## config.mk

```make
export PLATFORM = sky130hd
export DESIGN_NAME = tt_um_jimktrains_vslc_counter
export DESIGN_NICKNAME = d
export VERILOG_FILES = /design/src/rtl/vslc_pkg.sv /design/src/rtl/vslc_debounce.sv /design/src/rtl/tt_um_jimktrains_vslc_counter.sv
export SDC_FILE = /design/constraint.sdc
export NUM_CORES = 1
export LEC_CHECK = 0
export ABC_AREA = 1
export BUFFER_PORTS_ARGS = -buffer_cell sky130_fd_sc_hd__buf_2
export CAP_MARGIN = 20
export CORE_MARGIN = 4
export CORE_UTILIZATION = 45
export DETAILED_ROUTE_END_ITERATION = 7
export PLACE_DENSITY_LB_ADDON = 0.1
export SYNTH_ARGS = -nofsm -noshare
export SYNTH_HDL_FRONTEND = slang
export SYNTH_HIERARCHICAL = 1
export SYNTH_SLANG_ARGS = --single-unit
```

## constraint.sdc

```tcl
create_clock -name clk -period 3.2 [get_ports clk]
set_clock_uncertainty 0.15 [all_clocks]
set_input_delay 0.16 -clock clk [delete_from_list [all_inputs] [get_ports clk]]
set_output_delay 0.16 -clock clk [all_outputs]
set_load 0.02 [all_outputs]
```

## src/rtl/vslc_pkg.sv

```systemverilog
// Shared VSLC definitions: counter state encoding, datapath width and
// the default debounce filter length.
package vslc_pkg;

    typedef enum logic [1:0] {
        IDLE     = 2'd0,
        COUNTING = 2'd1,
        DONE     = 2'd2
    } vslc_ctr_state_e;

    // Datapath width shared with the VSLC timer.
    localparam int unsigned VSLC_WIDTH = 8;

    // Default stability filter length for debounced pin inputs.
    localparam int unsigned VSLC_DEBOUNCE_CYCLES = 4;

endpackage

```

## src/rtl/vslc_debounce.sv

```systemverilog
// Pin input conditioner: 2-flop synchronizer followed by a stability
// filter. The output level only changes after the synchronized input has
// held the new value for CYCLES consecutive clocks; it resets to 0.
module vslc_debounce #(
    parameter int unsigned CYCLES = 4
) (
    input  logic clk,
    input  logic rst_n,
    input  logic raw_i,
    output logic level_o
);

    localparam int unsigned CW = $clog2(CYCLES + 1);

    logic          sync1_q;
    logic          sync2_q;
    logic          level_q;
    logic [CW-1:0] stable_q;

    // Synchronize the raw input, then accept a new level only after it is stable.
    always_ff @(posedge clk) begin
        if (!rst_n) begin
            sync1_q  <= 1'b0;
            sync2_q  <= 1'b0;
            level_q  <= 1'b0;
            stable_q <= '0;
        end else begin
            sync1_q <= raw_i;
            sync2_q <= sync1_q;
            if (sync2_q != level_q) begin
                if (stable_q == CW'(CYCLES - 1)) begin
                    level_q  <= sync2_q;
                    stable_q <= '0;
                end else begin
                    stable_q <= stable_q + CW'(1);
                end
            end else begin
                stable_q <= '0;
            end
        end
    end

    assign level_o = level_q;

endmodule

```

## src/rtl/tt_um_jimktrains_vslc_counter.sv

```systemverilog
// VSLC up/down preset counter. Counts rising edges of count_in, flags the
// terminal count and records dropped edges in a sticky overflow flag.
// Optional build macro VSLC_CTR_DEBOUNCE_EN routes count_in through
// vslc_debounce before edge detection.
module tt_um_jimktrains_vslc_counter
    import vslc_pkg::*;
#(
    parameter int unsigned WIDTH           = VSLC_WIDTH,
    parameter int unsigned DEBOUNCE_CYCLES = VSLC_DEBOUNCE_CYCLES
) (
    input  logic             clk,
    input  logic             rst_n,
    input  logic             count_in,
    input  logic             enable,
    input  logic             dir,
    input  logic [WIDTH-1:0] preset,
    input  logic             load,
    input  logic             auto_reload,
    output logic [WIDTH-1:0] count,
    output logic             done,
    output logic             overflow
);

    if (DEBOUNCE_CYCLES == 0) begin : g_bad_cfg
        $error("DEBOUNCE_CYCLES must be at least 1");
    end

    vslc_ctr_state_e  state_q;
    logic [WIDTH-1:0] count_q;
    logic [WIDTH-1:0] preset_q;
    logic             count_in_q;
    logic             done_q;
    logic             overflow_q;

    logic             src_level;
    logic             edge_det;
    logic [WIDTH-1:0] start_new;
    logic [WIDTH-1:0] start_held;
    logic [WIDTH-1:0] terminal;

`ifdef VSLC_CTR_DEBOUNCE_EN
    vslc_debounce #(
        .CYCLES(DEBOUNCE_CYCLES)
    ) u_debounce (
        .clk    (clk),
        .rst_n  (rst_n),
        .raw_i  (count_in),
        .level_o(src_level)
    );
`else
    assign src_level = count_in;
`endif

    // Edge detect and start/terminal selection, all using the current dir.
    always_comb begin
        edge_det   = src_level & ~count_in_q;
        start_new  = dir ? preset   : '0;
        start_held = dir ? preset_q : '0;
        terminal   = dir ? '0       : preset_q;
    end

    // Counter FSM with registered count, done and overflow.
    always_ff @(posedge clk) begin
        if (!rst_n) begin
            state_q    <= IDLE;
            count_q    <= '0;
            preset_q   <= '0;
            count_in_q <= 1'b0;
            done_q     <= 1'b0;
            overflow_q <= 1'b0;
        end else begin
            count_in_q <= src_level;
            if (!enable) begin
                state_q    <= IDLE;
                preset_q   <= preset;
                count_q    <= start_new;
                done_q     <= 1'b0;
                overflow_q <= 1'b0;
            end else if (load) begin
                state_q    <= COUNTING;
                preset_q   <= preset;
                count_q    <= start_new;
                done_q     <= 1'b0;
                overflow_q <= 1'b0;
            end else begin
                case (state_q)
                    IDLE: begin
                        // Enabled straight out of IDLE: latch as a fresh start.
                        state_q  <= COUNTING;
                        preset_q <= preset;
                        count_q  <= start_new;
                        done_q   <= 1'b0;
                    end
                    COUNTING: begin
                        if (count_q == terminal) begin
                            state_q <= DONE;
                            done_q  <= 1'b1;
                            if (edge_det) overflow_q <= 1'b1;
                        end else if (edge_det) begin
                            count_q <= dir ? count_q - WIDTH'(1) : count_q + WIDTH'(1);
                        end
                    end
                    DONE: begin
                        if (edge_det) overflow_q <= 1'b1;
                        if (auto_reload) begin
                            state_q <= COUNTING;
                            count_q <= start_held;
                            done_q  <= 1'b0;
                        end
                    end
                    default: begin
                        state_q <= IDLE;
                        done_q  <= 1'b0;
                    end
                endcase
            end
        end
    end

    assign count    = count_q;
    assign done     = done_q;
    assign overflow = overflow_q;

endmodule

```

==> impl_metrics.yaml, run 1 <==
timing:
  final_max_slew_viol_count: 0
  relSlewSlack_pct: 73.8
  worst_slack_ns: 1.11
  hold_viol: 0
  timing.fmax_mhz: 479
  min_period_ns: 2.09
  setup-tns-final_ns: 0
  post-route-period-util_pct: 65.2
  setup_violations: 0
  rsz0062_at_grt: "false"
  worst_slew_pin_slew_ns: 0.392
detailed_routing:
  top_layer: "met4"
  avgViaCountPerCell: 4.93
  dr.pass1.iters: 4
  wl_met3_um: 184
  wl_met1_um: 1960
  vias: 1638
  wirelength_um: 3900
  drc: 0
  drt.antenna.violating_nets: 0
  drt_iter0_markers: 84
  met2WireLength_um: 1710
  wl_per_cell_um: 11.7
clock_network:
  h-tree-depth: 1
  post_cts_buffers: 0
  post_cts_resized: 0
  cts_root_buffer: "clkbuf_4"
  path_clk_slew_ns: 0.12
  cts_inserted_buffers: 3
  cts_tree: "done"
  insertion_delay_ns: 0.31
  clock-sinks: 20
  cts_buffer_depth: 2
yosys:
  synth_area_per_cell_sq_um: 6.22
  yosysUniqueCellTypes: 29
  ys_ff_latch: 20
  syn-num-nets: 281
  syn_area_sq_um: 1590
  netlist_instances: 256
  yosysSeqAreaShare_pct: 25.2
  synth_warnings: 6
cells_and_area:
  n_fill_cell: 382
  final_cell_mix: "66 x nand2_1, 41 x inv_1, 28 x nand3_1"
  syn2layout_area_growth_pct: 16.0
  antennaDiodeCount: 0
  nets: 312
  final_common_cell: "nand2_1"
  drive_above_1_share_pct: 14.3
critical_path:
  crit_start: "count[0]"
  cp_slowest_cell: "dlygate4sd3_1"
  endpoint: "state_q[0]"
  r2r_cells: 9
  critPathMaxStageDelay_ns: 0.56
  crit_path_end_kind: "flop"
  crit_arrival_ns: 2.20
  cp_num_cells: 9
  cp_num_buf_inv: 1
  r2r_start: "count[0]"
  cp_max_fo: 8
  start_kind: "flop"
  crit_required_ns: 3.31
  path_cells: "nand3_1, nand2_1, nand2_1, nor2_2, nand2_1, nand2_1, nand3_1, a31oi_1, dlygate4sd3_1"
  crit_type: "reg2reg"
  rr_endpoint: "state_q[0]"
  ff2ff_setup_slack_ns: 1.11
  crit_family: "simple AND/OR/NAND/NOR gates"
  cp_common_cell: "nand2_1"
pwr:
  power-per-cell-area_nw_per_um2: 330
  peakVddDrop_mv: 0.188
  power_leakage_uw: 0.000939
  finalPower_uw: 609
die:
  die_area_sq_um: 4550
  core_sq_um: 3360
  floorplan.initialDensity_pct: 47.3
  ios: 25
  die_x_um: 67.5
  rows: 21
  die_h_um: 67.5
grt:
  antenna_found_initial: 0
  grt_overflow: 0
  track_usage_pct: 18.6
  grt_max_degree: 19
  grt_pass1_wl_um: 6520
  first_global_vias: 1417
placed_design:
  dp_hpwl_um: 3030
  place.gp.congestion: 0.867
  port_buffers: 24
  place_ws_ns: 1.23
hold_path:
  min_path_type: "in2reg"
flow_run:
  maxCapViolations: 0
status:
  status: "finished clean"
[cells in the mapped netlist]
cell type	count	area, sq um
nor2_4	2	22.5
dfxtp_1	20	400
o21ai_0	17	85.1
nand2_4	2	22.5
o21bai_1	1	7.51
nand2_1	66	248
nor3_1	1	5.00
nand3_1	28	140
o211ai_1	1	7.51
inv_6	1	8.76
nor2_1	13	48.8
clkbuf_1	4	15.0
a211oi_1	1	7.51
nand4_1	5	31.3
inv_2	2	7.51
nand2_2	2	12.5
buf_6	3	33.8
a21boi_0	1	7.51
inv_1	41	154
a21oi_1	25	125
fa_1	1	20.0
or2_2	2	12.5
xnor2_1	1	8.76
o22ai_1	1	6.26
a22o_1	1	8.76
a31oi_1	2	12.5
o21a_1	1	7.51
ha_1	9	113
nor2_2	2	12.5
[per-stage QoR]
stage	instances	util, %	area, sq um	hold WS [ns]
6_report	332	54.9	1850	0.00735
5_1_grt	332	54.9	1850	0.0431
4_1_cts	332	54.9	1850	0.00982
3_5_place_dp	319	51.2	1720	0.207
3_3_place_gp	319	51.2	1720	0.203
2_1_floorplan	256	-	1590	0.103
[kinds of logic (layout without fill, tap and decap cells)]
group | count (synthesis) | after routing | share of synthesized area (%)
XOR/XNOR | 1 | 1 | 0.550
adder cells (fa/ha/maj) | 10 | 10 | 8.33
buffers and inverters | 51 | 81 | 13.8
AND/OR/NAND/NOR | 123 | 123 | 34.9
AO/OA/AOI/OAI | 51 | 51 | 17.3
flip-flops | 20 | 20 | 25.2
[final cells by class]
type / count / area, sq um / share of cell area (%)
Multi-Input combinational cell: 185 / 972 / 52.6
Sequential cell: 20 / 400 / 21.7
Timing Repair Buffer: 33 / 210 / 11.4
Inverter: 44 / 170 / 9.21
Tap cell: 46 / 57.6 / 3.12
Clock buffer: 4 / 36.3 / 1.96
[how the worst min path moves through the flow]
stage	slack, ns	from	cells past startpoint	endpoint
after global placement	0.20	count_in	3	count_in_q
after floorplan	0.10	count_in	2	count_in_q
after CTS	0.01	load	4	overflow
after global routing	0.04	preset[2]	3	preset_q[2]
after detailed placement	0.21	count_in	3	count_in_q
final	0.007	preset[2]	3	preset_q[2]
[report_power, final]
group          total (uW)  switching, uW  internal, uW
clock                 155           85.0          69.5
sequential            280           16.4           263
combinational         175            105          69.9
[registers in the layout (all words and copies together) (netlist names)]
register    count
count           8
preset_q        8
state_q         2
count_in_q      1
overflow        1
[routing by layer]
layer  GRT usage (%)  vias to the layer above
met4            5.32                        0
met2            28.1                       37
met5               0                        -
li1                -                      890
met1            27.9                      706
met3            1.66                        5
[worst min-delay path, stage by stage]
cell     delay [ns]
buf_2          0.09
o21ai_0        0.07
a21oi_1        0.11
[timing repair]
action                                 4_1_cts  5_1_grt
endpoints found under the hold margin        8        0
hold buffers                                 9        0
setup endpoints to repair                    0        0
No activity file was read; power rests on OpenSTA's default activity.
==> run 2, diff against run 1 <==
- ABC_AREA: 1 -> 0
- clock period: 3.2 -> 1.7 ns (I/O delays scaled with it)
==> run 2 against run 1 <==
The run now ends with negative setup slack left. First-iteration DRC count fell by 39%. Sequential cell count unchanged. Final cell count is 5.7% lower. Sequential power rose by 89%. Die area fell by 0.77%. Setup slack got worse by 1.4 ns. Global-route usage increased by 5.0 points. Total power is 110% higher. Clock-buffer cell count is the same. Worst hold slack lost 0.0037 ns. Critical endpoint is now count[3]. Largest power group unchanged.
==> impl_metrics.yaml, run 2 <==
status:
  status: "finished, violations left"
  violations: "negative setup slack"
critical_path:
  cp_max_fo: 5
  crit_type: "reg2reg"
  crit_start: "state_q[0]"
  r2r_start: "state_q[0]"
  endpoint: "count[3]"
  r2r_cells: 8
  crit_arrival_ns: 2.07
  rr_endpoint: "count[3]"
  start_kind: "flop"
  ff2ff_setup_slack_ns: -0.30
  crit_required_ns: 1.77
  crit_path_end_kind: "flop"
cells_and_area:
  antennaDiodeCount: 0
  final_common_cell: "buf_4"
  drive_above_1_share_pct: 49.1
  fin_util_pct: 74.7
  syn2layout_area_growth_pct: 59.2
  nets: 293
  final_cell_mix: "47 x buf_4, 24 x buf_2, 16 x nand2_1"
grt:
  track_usage_pct: 23.6
  grt_pass1_wl_um: 8060
  grt_max_degree: 16
  antenna_found_initial: 0
  first_global_vias: 1729
  grt_overflow: 0
detailed_routing:
  wl_per_cell_um: 16.2
  drc: 0
  drt.antenna.violating_nets: 0
  vias: 1761
  avgViaCountPerCell: 5.63
  dr.pass1.iters: 4
  wirelength_um: 5070
  drt_iter0_markers: 51
yosys:
  syn-num-nets: 210
  synthTopCellsByArea: "dfxtp_1 25%, ha_1 7.1%, mux2i_1 5.7%, nand2_1 3.8%, o21ai_0 3.5%"
  synth_area_per_cell_sq_um: 8.53
  yosysTopAreaCellShare_pct: 25.4
  netlist_instances: 185
  async_flop_share_pct: 0
  yosysUniqueCellTypes: 48
  ys_ff_latch: 20
  yosysMostFrequentCell: "dfxtp_1"
  ys.flop_type: "dfxtp_1"
  yosysSeqAreaShare_pct: 25.4
  synth-edff-count: 0
  syn_area_sq_um: 1580
  synth.top_cells.by_count: "20 x dfxtp_1, 16 x nand2_1, 13 x nor2_1"
  yosys.area.top_type: "dfxtp_1"
  synth_warnings: 6
die:
  rows: 21
  die_area_sq_um: 4520
  die_x_um: 67.2
  core_sq_um: 3360
  floorplan.initialDensity_pct: 46.9
  ios: 25
  die_h_um: 67.2
clock_network:
  insertion_delay_ns: 0.32
  clock-sinks: 20
  path_clk_slew_ns: 0.13
  cts_buffer_depth: 2
  cts_inserted_buffers: 3
  cts_tree: "done"
  h-tree-depth: 1
  cts_root_buffer: "clkbuf_4"
hold_path:
  min_path_cells: 3
  min_from: "rst_n"
  min_path_type: "in2reg"
pwr:
  power-per-cell-area_nw_per_um2: 520
  finalPower_uw: 1310
  power_leakage_uw: 0.00105
  peakVddDrop_mv: 0.265
timing:
  setup-tns-final_ns: -2.61
  worst_slack_ns: -0.305
  setup_violations: 11
  relSlewSlack_pct: 60.3
  final_max_slew_viol_count: 0
  post-route-period-util_pct: 118
  rsz0062_at_grt: "true"
  worst_slew_pin_slew_ns: 0.595
  timing.hold.ws_ns: 0.00363
  timing.fmax_mhz: 499
  min_period_ns: 2.00
  hold_viol: 0
placed_design:
  place_ws_ns: -0.353
  place.gp.congestion: 0.846
  dp_hpwl_um: 3550
  port_buffers: 24
flow_run:
  maxCapViolations: 0
==> run 2: cell types whose count changed in the layout (fill, tap and decap cells not counted), moves of 9 or more <==
cell     previous run  this run
dfxtp_1            20         7
mux2i_1             0         9
o21ai_0            17         6
nand3_1            28         5
nand2_1            66        16
inv_1              41         6
buf_4               0        47
dfxtp_2             0        10
a21oi_1            25         7
==> run 2: cell type report <==
type	instances	area [sq um]
Multi-Input combinational cell	149	1330
Tap cell	46	57.6
Sequential cell	20	424
Fill cell	287	851
Timing Repair Buffer	87	648
Clock buffer	4	26.3
Inverter	7	28.8
==> run 2: worst min path at each step <==
stage                             to  slack, ns
after floorplan           state_q[0]       0.05
after global placement    count_in_q       0.16
after detailed placement  count_in_q       0.18
after CTS                   count[0]    0.00009
after global routing      state_q[0]       0.03
final                       count[0]      0.004
==> run 2: per-layer routing <==
| layer | wire length [um] | up-vias | track usage (%) |
|---|---|---|---|
| li1 | - | 841 | - |
| met1 | 2060 | 855 | 27.5 |
| met2 | 2620 | 50 | 45.2 |
| met3 | 217 | 15 | 2.16 |
| met4 | 174 | 0 | 6.84 |
| met5 | 0 | - | 0 |
==> run 2: logic make-up after synthesis <==
logic type	count (synthesis)	synth area share (%)
AOI/OAI and AO/OA	58	28.0
xor gates and xnor gates	11	6.58
adders and majority gates	10	8.41
buffers and inverters	16	5.00
DFF	20	25.4
muxes	10	6.42
and+or+nand+nor	60	20.2
==> run 2: critical path, stage by stage (launching register included) <==
cell and delay (ns):
dfxtp_2 0.38, inv_4 0.05, ha_4 0.15, and2b_2 0.24, o21ai_4 0.27, o21ai_4 0.10
or2_4 0.24, buf_6 0.13, o41ai_4 0.19
==> run 2: what timing repair did <==
item | 4_1_cts | 5_1_grt
setup endpoints to repair | 11 | 11
hold buffers | 11 | 0
resized for setup | 37 | 17
hold endpoints to repair | 11 | 0
setup buffers | 4 | 2
pin swaps | 12 | 19
==> run 2: stage by stage <==
step | area [sq um] | cells
floorplan | 1630 | 185
global placement | 2110 | 292
detailed placement | 2110 | 292
CTS | 2400 | 311
global route | 2510 | 313
finish | 2510 | 313
==> run 2: report_power, final <==
| group | leakage [uW] | switching (uW) | internal (uW) |
|---|---|---|---|
| combinational | 0.000868 | 247 | 275 |
| clock | 0.0000150 | 164 | 91.9 |
| sequential | 0.000171 | 35.4 | 494 |
| total | 0.00105 | 446 | 861 |
==> run 3, diff against run 2 <==
- CELL_PAD_IN_SITES_DETAIL_PLACEMENT: not set -> 1
- CELL_PAD_IN_SITES_GLOBAL_PLACEMENT: not set -> 1
- CORE_UTILIZATION: 45 -> 38
- SKIP_LAST_GASP: not set -> 1
==> run 3 against run 2 <==
The flow still finishes with violations (negative setup slack). Die area up 16%. Wire length up 38%. Maximum frequency down 3.8%. Non-clock buffer count unchanged. Setup slack worse by 0.079 ns. Sequential cell count unchanged. Combinational power up 8.8%.
==> impl_metrics.yaml, run 3 (synthesized netlist as in run 2, its figures left out) <==
timing:
  hold_viol: 0
  rsz0062_at_grt: "true"
  setup_violations: 11
  worst_slew_pin_slew_ns: 0.598
  timing.fmax_mhz: 480
  post-route-period-util_pct: 123
  worst_slack_ns: -0.383
  setup-tns-final_ns: -2.57
  relSlewSlack_pct: 60.1
  min_period_ns: 2.08
  final_max_slew_viol_count: 0
placed_design:
  place.gp.congestion: 0.879
  dp_hpwl_um: 4190
  port_buffers: 24
  place_ws_ns: -0.423
status:
  status: "finished, violations left"
  violations: "negative setup slack"
critical_path:
  start_kind: "flop"
  critPathMaxStageDelay_ns: 0.37
  crit_path_end_kind: "flop"
  crit_type: "reg2reg"
  crit_arrival_ns: 2.09
  path_cells: "ha_4, a211oi_2, o21ai_1, a31oi_1, xor2_1, a22oi_1, o31ai_2"
  crit_required_ns: 1.71
  cp_max_fo: 3
  cp_slowest_cell: "dfxtp_4"
cells_and_area:
  final_common_cell: "buf_4"
  regArea_sq_um: 435
  syn2layout_area_growth_pct: 63.4
  fin_util_pct: 64.5
  drive_above_1_share_pct: 52.1
  final_cell_mix: "45 x buf_4, 24 x buf_2, 16 x nand2_1"
  multi_input_area_sq_um: 1350
  antennaDiodeCount: 0
  n_fill_cell: 451
  nets: 293
detailed_routing:
  drc: 0
  drt_iter0_markers: 104
  drt.antenna.violating_nets: 0
  avgViaCountPerCell: 5.83
  dr.pass1.iters: 4
  wl_per_cell_um: 22.0
  wirelength_um: 6970
  vias: 1848
pwr:
  power-per-cell-area_nw_per_um2: 559
  power_leakage_uw: 0.00107
  peakVddDrop_mv: 0.333
  finalPower_uw: 1440
grt:
  track_usage_pct: 27.6
  first_global_vias: 2021
  grt_max_degree: 16
  grt_pass1_wl_um: 10900
  grt_overflow: 0
  antenna_found_initial: 0
clock_network:
  cts_tree: "done"
  insertion_delay_ns: 0.27
  cts_buffer_depth: 2
  cts_root_buffer: "clkbuf_8"
  path_clk_slew_ns: 0.08
  h-tree-depth: 1
  cts_inserted_buffers: 3
  clock-sinks: 20
die:
  ios: 25
  die_area_sq_um: 5250
  rows: 23
  die_h_um: 72.4
  floorplan.initialDensity_pct: 39.4
  die_x_um: 72.4
  core_sq_um: 4000
hold_path:
  min_path_type: "in2reg"
flow_run:
  maxCapViolations: 0
run 3: critical path, delay by kind of cell (launching register included):
kind | cells | cell delay [ns]
DFF | 1 | 0.37
AOI/OAI and AO/OA | 5 | 1.07
adders and majority gates | 1 | 0.23
xor gates and xnor gates | 1 | 0.18
run 3: repair_timing:
action / 4_1_cts / 5_1_grt
hold buffers: 10 / 0
buffers inserted: 6 / 2
endpoints found under the hold margin: 11 / 0
gates resized for setup: 51 / 19
gates cloned: 0 / 0
pin swaps: 23 / 12
endpoints found under the setup margin: 11 / 18
run 3: metrics by stage:
stage	cells	area (sq um)	hold WS [ns]
after floorplan	185	1630	0.0481
after global placement	298	2130	0.166
after detailed placement	298	2130	0.179
after CTS	317	2500	0.0572
after global routing	317	2580	0.0987
final	317	2580	0.0884
run 3: final timing paths:
kind                            startpoint  endpoint  slack (ns)  cells after the start
worst max register to register    count[1]  count[7]       -0.38                      7
worst min register to register    overflow  overflow        0.32                      2
worst max-delay path              count[1]  count[7]       -0.38                      7
worst min-delay path                 rst_n  count[0]        0.09                      3
run 3: area by class of cell:
type	instances	area share, %
clock buffer	4	1.75
inverter	7	1.12
multi-input combinational	149	52.4
sequential	20	16.9
tap	50	2.43
timing repair buffer	87	25.5
run 3: metal layers:
layer | share of wire, % | track usage, % | vias to the layer above
met5 | 0 | 0 | -
met4 | 4.5 | 14.3 | 0
met3 | 5.3 | 3.60 | 24
met2 | 52 | 50.5 | 81
met1 | 38 | 31.0 | 899
li1 | - | - | 844
run 3: where the power goes:
group / internal, uW / switching, uW
clock network: 167 / 175
registers: 491 / 41.5
logic: 288 / 279
